## src/rtl/toysram_16x12_port_ctl.sv

```systemverilog
// ---------------------------------------------------------------------------
// toysram_16x12_port_ctl
// Port controller for one 16x12 toysram subarray. It turns two synchronous
// read requests and one write request into registered wordline/bitline
// drive. It also senses the negative-active read bitlines and returns
// registered, true-polarity read data two cycles after the request.
//
// Optional build macro: TOYSRAM_CTL_WR_BYPASS_EN
//   When defined, a read whose sense cycle falls in the write SETUP state of
//   the same row returns the pending write data instead of the array contents.
// ---------------------------------------------------------------------------
module toysram_16x12_port_ctl #(
  parameter int unsigned WR_SETUP_CYC = 1,  // bitline setup before WWL rises (1..15)
  parameter int unsigned WR_PULSE_CYC = 1,  // WWL high time (1..15)
  parameter int unsigned WR_HOLD_CYC  = 1   // bitline hold after WWL falls (1..15)
) (
  input  logic        clk,
  input  logic        reset,
  // read port 0
  input  logic        rd0_en,
  input  logic [0:3]  rd0_addr,
  output logic        rd0_valid,
  output logic [0:11] rd0_data,
  // read port 1
  input  logic        rd1_en,
  input  logic [0:3]  rd1_addr,
  output logic        rd1_valid,
  output logic [0:11] rd1_data,
  // write port
  input  logic        wr_en,
  input  logic [0:3]  wr_addr,
  input  logic [0:11] wr_data,
  output logic        wr_ready,
  // array side
  output logic [0:15] RWL0,
  output logic [0:15] RWL1,
  output logic [0:15] WWL,
  input  logic [0:11] RBL0,
  input  logic [0:11] RBL1,
  output logic [0:11] WBL,
  output logic [0:11] WBLb
);

  // Write FSM encoding
  localparam logic [1:0] ST_IDLE  = 2'd0;
  localparam logic [1:0] ST_SETUP = 2'd1;
  localparam logic [1:0] ST_PULSE = 2'd2;
  localparam logic [1:0] ST_HOLD  = 2'd3;

  // Counter reload values for each timed state
  localparam logic [3:0] SETUP_LD = 4'(WR_SETUP_CYC);
  localparam logic [3:0] PULSE_LD = 4'(WR_PULSE_CYC);
  localparam logic [3:0] HOLD_LD  = 4'(WR_HOLD_CYC);

  // Row address to one-hot wordline vector (bit index == row number)
  function automatic logic [0:15] one_hot(input logic [0:3] a);
    logic [0:15] v;
    v    = '0;
    v[a] = 1'b1;
    return v;
  endfunction

  // Read-port state, indexed by port number
  logic [1:0]  rd_en_v;
  logic [0:3]  rd_addr_v [2];
  logic [0:11] rbl_v     [2];
  logic [0:15] rwl_q     [2];
  logic [1:0]  rd_valid_q;
  logic [0:11] rd_data_q [2];
  logic [0:11] rd_sense  [2];

  // Write-port state
  logic [1:0]  wr_state;
  logic [3:0]  wr_cnt;
  logic [0:3]  wr_addr_q;

  assign rd_en_v      = {rd1_en, rd0_en};
  assign rd_addr_v[0] = rd0_addr;
  assign rd_addr_v[1] = rd1_addr;
  assign rbl_v[0]     = RBL0;
  assign rbl_v[1]     = RBL1;

  assign RWL0      = rwl_q[0];
  assign RWL1      = rwl_q[1];
  assign rd0_valid = rd_valid_q[0];
  assign rd1_valid = rd_valid_q[1];
  assign rd0_data  = rd_data_q[0];
  assign rd1_data  = rd_data_q[1];
  assign wr_ready  = (wr_state == ST_IDLE);

  // Sense value per port: inverted bitlines, or pending write data on a bypass hit
  always_comb begin
    for (int p = 0; p < 2; p++) begin
      // NOTE: assign a default before any conditional override so no latch is inferred.
      rd_sense[p] = ~rbl_v[p];
`ifdef TOYSRAM_CTL_WR_BYPASS_EN
      // rwl_q is one-hot when active, so equality means "same row, read in C1".
      // WBL carries the latched write data throughout SETUP.
      if (wr_state == ST_SETUP && rwl_q[p] == one_hot(wr_addr_q))
        rd_sense[p] = WBL;
`endif
    end
  end

  // Read pipeline: C0 request -> C1 wordline pulse -> C2 data valid
  always_ff @(posedge clk or posedge reset) begin
    if (reset) begin
      for (int p = 0; p < 2; p++) begin
        rwl_q[p]     <= '0;
        rd_data_q[p] <= '0;
      end
      rd_valid_q <= '0;
    end else begin
      for (int p = 0; p < 2; p++) begin
        // NOTE: non-blocking assignments keep every stage reading last cycle's value.
        rwl_q[p]      <= rd_en_v[p] ? one_hot(rd_addr_v[p]) : '0;
        rd_valid_q[p] <= |rwl_q[p];
        if (|rwl_q[p])
          rd_data_q[p] <= rd_sense[p];
      end
    end
  end

  // Write sequencer: IDLE -> SETUP -> PULSE -> HOLD -> IDLE, bitlines/wordlines from flops
  always_ff @(posedge clk or posedge reset) begin
    if (reset) begin
      wr_state  <= ST_IDLE;
      wr_cnt    <= '0;
      wr_addr_q <= '0;
      WWL       <= '0;
      WBL       <= '0;
      WBLb      <= '1;
    end else begin
      case (wr_state)
        ST_IDLE: begin
          // Requests while busy are simply not seen; only IDLE samples wr_en.
          if (wr_en) begin
            wr_addr_q <= wr_addr;
            WBL       <= wr_data;
            WBLb      <= ~wr_data;
            wr_cnt    <= SETUP_LD;
            wr_state  <= ST_SETUP;
          end
        end
        ST_SETUP: begin
          if (wr_cnt == 4'd1) begin
            WWL      <= one_hot(wr_addr_q);
            wr_cnt   <= PULSE_LD;
            wr_state <= ST_PULSE;
          end else begin
            wr_cnt <= wr_cnt - 4'd1;
          end
        end
        ST_PULSE: begin
          if (wr_cnt == 4'd1) begin
            WWL      <= '0;
            wr_cnt   <= HOLD_LD;
            wr_state <= ST_HOLD;
          end else begin
            wr_cnt <= wr_cnt - 4'd1;
          end
        end
        ST_HOLD: begin
          if (wr_cnt == 4'd1) begin
            WBL      <= '0;
            WBLb     <= '1;
            wr_cnt   <= '0;
            wr_state <= ST_IDLE;
          end else begin
            wr_cnt <= wr_cnt - 4'd1;
          end
        end
        default: begin
          WWL      <= '0;
          wr_cnt   <= '0;
          wr_state <= ST_IDLE;
        end
      endcase
    end
  end

endmodule

```

## config.mk

```make
export PLATFORM = sky130hd
export DESIGN_NAME = toysram_16x12_port_ctl
export DESIGN_NICKNAME = d
export VERILOG_FILES = /design/src/rtl/toysram_16x12_port_ctl.sv
export SDC_FILE = /design/constraint.sdc
export NUM_CORES = 1
export LEC_CHECK = 0
export ABC_AREA = 1
export CORE_ASPECT_RATIO = 0.7
export CORE_MARGIN = 5
export CORE_UTILIZATION = 46
export CTS_CLUSTER_DIAMETER = 50
export DETAILED_ROUTE_END_ITERATION = 10
export GPL_TIMING_DRIVEN = 0
export PLACE_DENSITY_LB_ADDON = 0.3
export SLEW_MARGIN = 20
export SYNTH_ARGS = -nofsm -noshare
export SYNTH_HDL_FRONTEND = slang
export SYNTH_SLANG_ARGS = --single-unit
```

## constraint.sdc

```tcl
create_clock -name clk -period 4 [get_ports clk]
set_input_delay 0.8 -clock clk [delete_from_list [all_inputs] [get_ports clk]]
set_output_delay 0.8 -clock clk [all_outputs]
set_load 0.005 [all_outputs]
```

==> flow_summary.yaml, run 1 <==
critical_path:
  crit_required_ns: 3.20
  end_kind: "primary output"
  rr_worst_depth: 9
  arrival_ns: 1.78
  cp-start-kind: "register"
  path_max_fanout: 6
  critPathKind: "reg -> out"
global_route:
  grt_max_degree: 67
  grtUsageTotal_pct: 19.5
  grt-ovfl-total: 0
  grt_pass1_wl_um: 19100
  antenna_found_initial: 0
  grt_pass1_vias: 3895
sta:
  rsz0062_at_grt: "false"
  finalWorstSetupSlack_ns: 1.42
  tns_ns: 0
  worstMarginPinSlew_ns: 0.435
  hold_ws_ns: 0.474
  fin_crit_ns: 2.58
  hold_viol_final: 0
  fmax_mhz: 387
  max_slew_margin_pct: 70.8
  finalSetupViolCount: 0
  fin_skew_ns: 0.00328
  drv_slew: 0
  fin_crit_sh_pct: 64.5
clocking:
  root_buffer: "clkbuf_16"
  cts_max_level: 3
  path_clk_slew_ns: 0.07
  cts_setup_buffers: 0
  clk_path_buf_depth: 2
  cts_tree: "done"
  cts_hold_buf: 0
  post_cts_resized: 0
  numClockSinks: 108
  numCtsBuffers: 9
  clock_latency_ns: 0.33
layout:
  multi_input_area_mm2: 0.00157
  synthToLayoutAreaGrowth_pct: 43.3
  diodes: 0
  drive_gt1_share_pct: 12.4
  ff_latch_area_mm2: 0.00272
  finalInstanceArea_mm2: 0.00662
  layout.nets: 715
  fillCellCount: 784
min_path:
  holdPathStages: 2
  hold_path_class: "reg -> reg"
routing:
  drt-pass1-iter-count: 5
  vias: 3860
  route.final.wire_length_um: 11500
  post_drt_wl_per_cell_um: 14.6
  drc: 0
  ant_nets: 0
  viasPerCell: 4.90
  dr.first_iter.drc_count: 221
placed_design:
  gp_congestion: 0.844
  port_buffers: 151
  dp_hpwl_um: 8750
  place_ws_ns: 1.82
  place_area_mm2: 0.00632
power:
  pwr-share-comb_pct: 42.5
  power_uw: 4220
  clkPwrFrac_pct: 20.2
  power.density_mw_per_mm2: 637
  peakVddDrop_mv: 0.299
  swShare_pct: 35.1
  p_leak_uw: 0.00327
  power_switching_uw: 1480
  p_int_uw: 2740
  seqPwrFrac_pct: 37.3
die:
  num_rows: 30
  die_x_um: 130
  start_util_pct: 47.3
  die_h_um: 93.8
  die_area_mm2: 0.0122
  coreArea_mm2: 0.00976
  pin_count: 152
logic_synthesis:
  syn_area_per_cell_um2: 9.39
  synthTopCellsByArea: "dfrtp_1 52%, nand2_1 11%, dfstp_2 6.8%, inv_1 4.6%, nand3_1 4.6%"
  synth_top_area_share_pct: 52.0
  syn-num-nets: 552
  synthCells: 492
  synth-seq-cells: 108
  syn_area_mm2: 0.00462
  synth_area_leader_cell: "dfrtp_1"
  synthArstFlopShare_pct: 100
  synth.distinct_cells: 27
  seq_area_frac_synth_pct: 58.8
  synth_flop_cell: "dfrtp_1"
  synth-warning-count: 0
  synth-edff-count: 0
flow_run:
  max_cap_viol_count: 0
status:
  status: "complete, no violations"
-- registers in the layout, indices dropped and copies added (netlist names) --
| register | cells |
|---|---|
| WBL | 12 |
| rd1_data | 12 |
| wr_addr_q | 4 |
| WWL | 16 |
| WBLb | 12 |
| rd0_data | 12 |
| wr_state | 2 |
| RWL1 | 16 |
| rd_valid_q | 2 |
| wr_cnt | 4 |
| RWL0 | 16 |
-- Yosys cell counts, drive strengths merged (12+ instances only) --
| cell | number |
|---|---|
| o21ai | 17 |
| dfrtp | 96 |
| nor3 | 18 |
| inv | 58 |
| nand2 | 135 |
| nand3 | 43 |
| dfstp | 12 |
| nor2 | 51 |
| buf | 14 |
| a21boi | 12 |
| nand4 | 14 |
-- layout by cell type (no fill, tap or decap), drive strengths merged --
cell type,netlist,layout
clkdlybuf4s50,0,151
nand2,135,135
dfrtp,96,96
inv,58,60
nor2,51,51
nand3,43,43
nor3,18,18
o21ai,17,17
buf,14,15
nand4,14,14
dfstp,12,12
a21boi,12,12
clkbuf,0,11
a21oi,7,7
ha,7,7
clkinv,3,5
or2,3,3
nand3b,1,1
xnor2,1,1
clkinvlp,0,1
-- stage by stage --
step                instances  util, %
CTS                       788     67.8
global placement          771     64.5
floorplan                 492        -
global route              788     67.8
detailed placement        772     64.8
finish                    788     67.8
-- area by class of cell --
type / instances / area share [%]
Tap cell: 128 / 2.42
Timing Repair Buffer: 152 / 23.3
Buffer: 14 / 1.53
Multi-Input combinational cell: 309 / 23.7
Clock inverter: 5 / 0.643
Inverter: 61 / 3.53
Sequential cell: 108 / 41.1
Clock buffer: 11 / 3.82
-- kinds of logic (layout without fill, tap and decap cells) --
kind of cell	count (synthesis)	after routing	synth area share, %
simple gates	265	265	25.6
flops	108	108	58.8
buf+inv	75	243	7.15
compound gates	36	36	6.34
fa+ha+maj	7	7	1.90
xor+xnor	1	1	0.190
-- power groups by stage --
stage	Combinational, µW	Sequential [µW]	Clock (µW)
global route	1990	1610	921
global placement	1740	1580	0
finish	1790	1570	851
CTS	1820	1580	874
detailed placement	1810	1600	0
floorplan	1000	1590	0
-- worst paths after layout --
path | start | end | slack (ns)
worst max-delay path | wr_state[0] | wr_ready | 1.42
worst min-delay path | WBLb[7] | WBLb[7] | 0.47
worst max register to register | wr_state[0] | WBL[1] | 2.29
worst min register to register | WBLb[7] | WBLb[7] | 0.47
max in group asynchronous | reset | WBLb[5] | 2.47
min in group asynchronous | reset | WBL[2] | 0.86
-- worst max-delay path: stages, from the launching register on --
cell,delay (ns)
dfrtp_1,0.42
inv_1,0.12
ha_1,0.34
clkdlybuf4s50_1,0.57
-- layer usage --
metal / track usage [%] / vias to the layer above / wire [µm]
met5: 0 / - / 0
met1: 26.0 / 1820 / 4980
li1: - / 1887 / -
met3: 4.66 / 14 / 852
met2: 32.4 / 139 / 5520
met4: 4.58 / 0 / 146
(Power assumes the default switching activity.)
==> run 2, diff against run 1 <==
- clock period: 4 -> 2.7 ns (I/O delays scaled with it)
==> flow_summary.yaml, run 2 (synthesis gave the netlist of run 1 again) <==
clocking:
  post_cts_resized: 0
  cts_setup_buffers: 0
  numCtsBuffers: 9
  clk_path_buf_depth: 2
  cts_tree: "done"
  cts_max_level: 3
  clock_latency_ns: 0.34
  root_buffer: "clkbuf_16"
  path_clk_slew_ns: 0.07
  numClockSinks: 108
  cts_hold_buf: 0
routing:
  drc: 0
  vias: 3872
  drt-pass1-iter-count: 4
  route.final.wire_length_um: 11500
  post_drt_wl_per_cell_um: 14.5
  ant_nets: 0
  dr.first_iter.drc_count: 192
  viasPerCell: 4.90
layout:
  layout.nets: 717
  layout_commonest_cell: "clkdlybuf4s50_1"
  diodes: 0
  mostFrequentLayoutCells: "151 x clkdlybuf4s50_1, 131 x nand2_1, 96 x dfrtp_1"
  drive_gt1_share_pct: 12.5
  synthToLayoutAreaGrowth_pct: 43.8
placed_design:
  port_buffers: 151
  place_ws_ns: 0.764
  gp_congestion: 0.831
  dp_hpwl_um: 8950
sta:
  max_slew_margin_pct: 72.1
  finalSetupViolCount: 0
  fin_skew_ns: 0.00808
  finalWorstSetupSlack_ns: 0.390
  drv_slew: 0
  fin_crit_ns: 2.31
  rsz0062_at_grt: "false"
  hold_ws_ns: 0.472
  hold_viol_final: 0
  fmax_mhz: 433
  fin_crit_sh_pct: 85.6
  tns_ns: 0
  worstMarginPinSlew_ns: 0.415
critical_path:
  path_cells: "inv_1, ha_1, clkdlybuf4s50_1"
  end_kind: "primary output"
  cp_slowest_cell: "clkdlybuf4s50_1"
  critPathKind: "reg -> out"
  max_stage_delay_ns: 0.56
  path_max_fanout: 6
  cpLargestDelayFamily: "buffers and inverters"
  worst-path-buf-inv: 2
  rrSetupSlack_ns: 1.01
  arrival_ns: 1.77
  cp-start-kind: "register"
  crit_required_ns: 2.16
die:
  coreArea_mm2: 0.00976
  num_rows: 30
  start_util_pct: 47.3
  die_h_um: 93.8
  pin_count: 152
  die_area_mm2: 0.0122
  die_x_um: 130
power:
  p_leak_uw: 0.00328
  power.density_mw_per_mm2: 939
  peakVddDrop_mv: 0.615
global_route:
  antenna_found_initial: 0
  grt-ovfl-total: 0
  grt_pass1_wl_um: 18900
  grt_pass1_vias: 3966
  grt_max_degree: 38
  grtUsageTotal_pct: 19.5
status:
  status: "complete, no violations"
flow_run:
  max_cap_viol_count: 0
min_path:
  hold_path_class: "reg -> reg"
## run 2: changes by cell type in the layout (fill, tap and decap cells not counted)
cell / delta
buf_12: +3
buf_16: -1
clkbuf_1: +1
clkbuf_8: -1
clkinvlp_4: +1
inv_6: -2
inv_8: +1
## run 2: final timing paths
kind,startpoint,endpoint,cells past startpoint
worst max-delay path,wr_state[0],wr_ready,3
worst min-delay path,WBLb[4],WBLb[4],2
worst max register to register,wr_state[0],WBL[1],9
worst min register to register,WBLb[4],WBLb[4],2
max in group asynchronous,reset,WBLb[7],4
min in group asynchronous,reset,WBL[1],2
## run 2: cell type report
type	instances	area [µm²]
fill	780	3120
sequential	108	2720
multi-input combinational	309	1570
timing repair buffer	154	1570
clock buffer	11	243
inverter	61	233
tap	128	160
buffer	14	101
clock inverter	5	45.0
## run 2: where the power goes
part / internal [µW] / switching (µW)
clock: 664 / 583
combinational: 1290 / 1360
sequential: 2090 / 254
total: 4040 / 2200
## run 2: worst min-delay path: stages, from the launching register on
cell      delay, ns
dfstp_2        0.37
inv_1          0.06
a21boi_2       0.05
## run 2: metal layers
layer | vias up | global-route usage (%) | wire length (µm)
li1 | 1896 | - | -
met1 | 1836 | 25.5 | 4960
met2 | 130 | 32.7 | 5590
met3 | 10 | 5.51 | 804
met4 | 0 | 3.89 | 91
met5 | - | 0 | 0
## run 2: stage by stage
step                total power [µW]  utilization, %  cells  area, µm²
floorplan                       3840               -    492       4620
global placement                4930            64.5    771       6290
detailed placement              5040            65.1    774       6350
CTS                             6310            68.1    790       6640
global route                    6650            68.1    790       6640
finish                          6240            68.1    790       6640
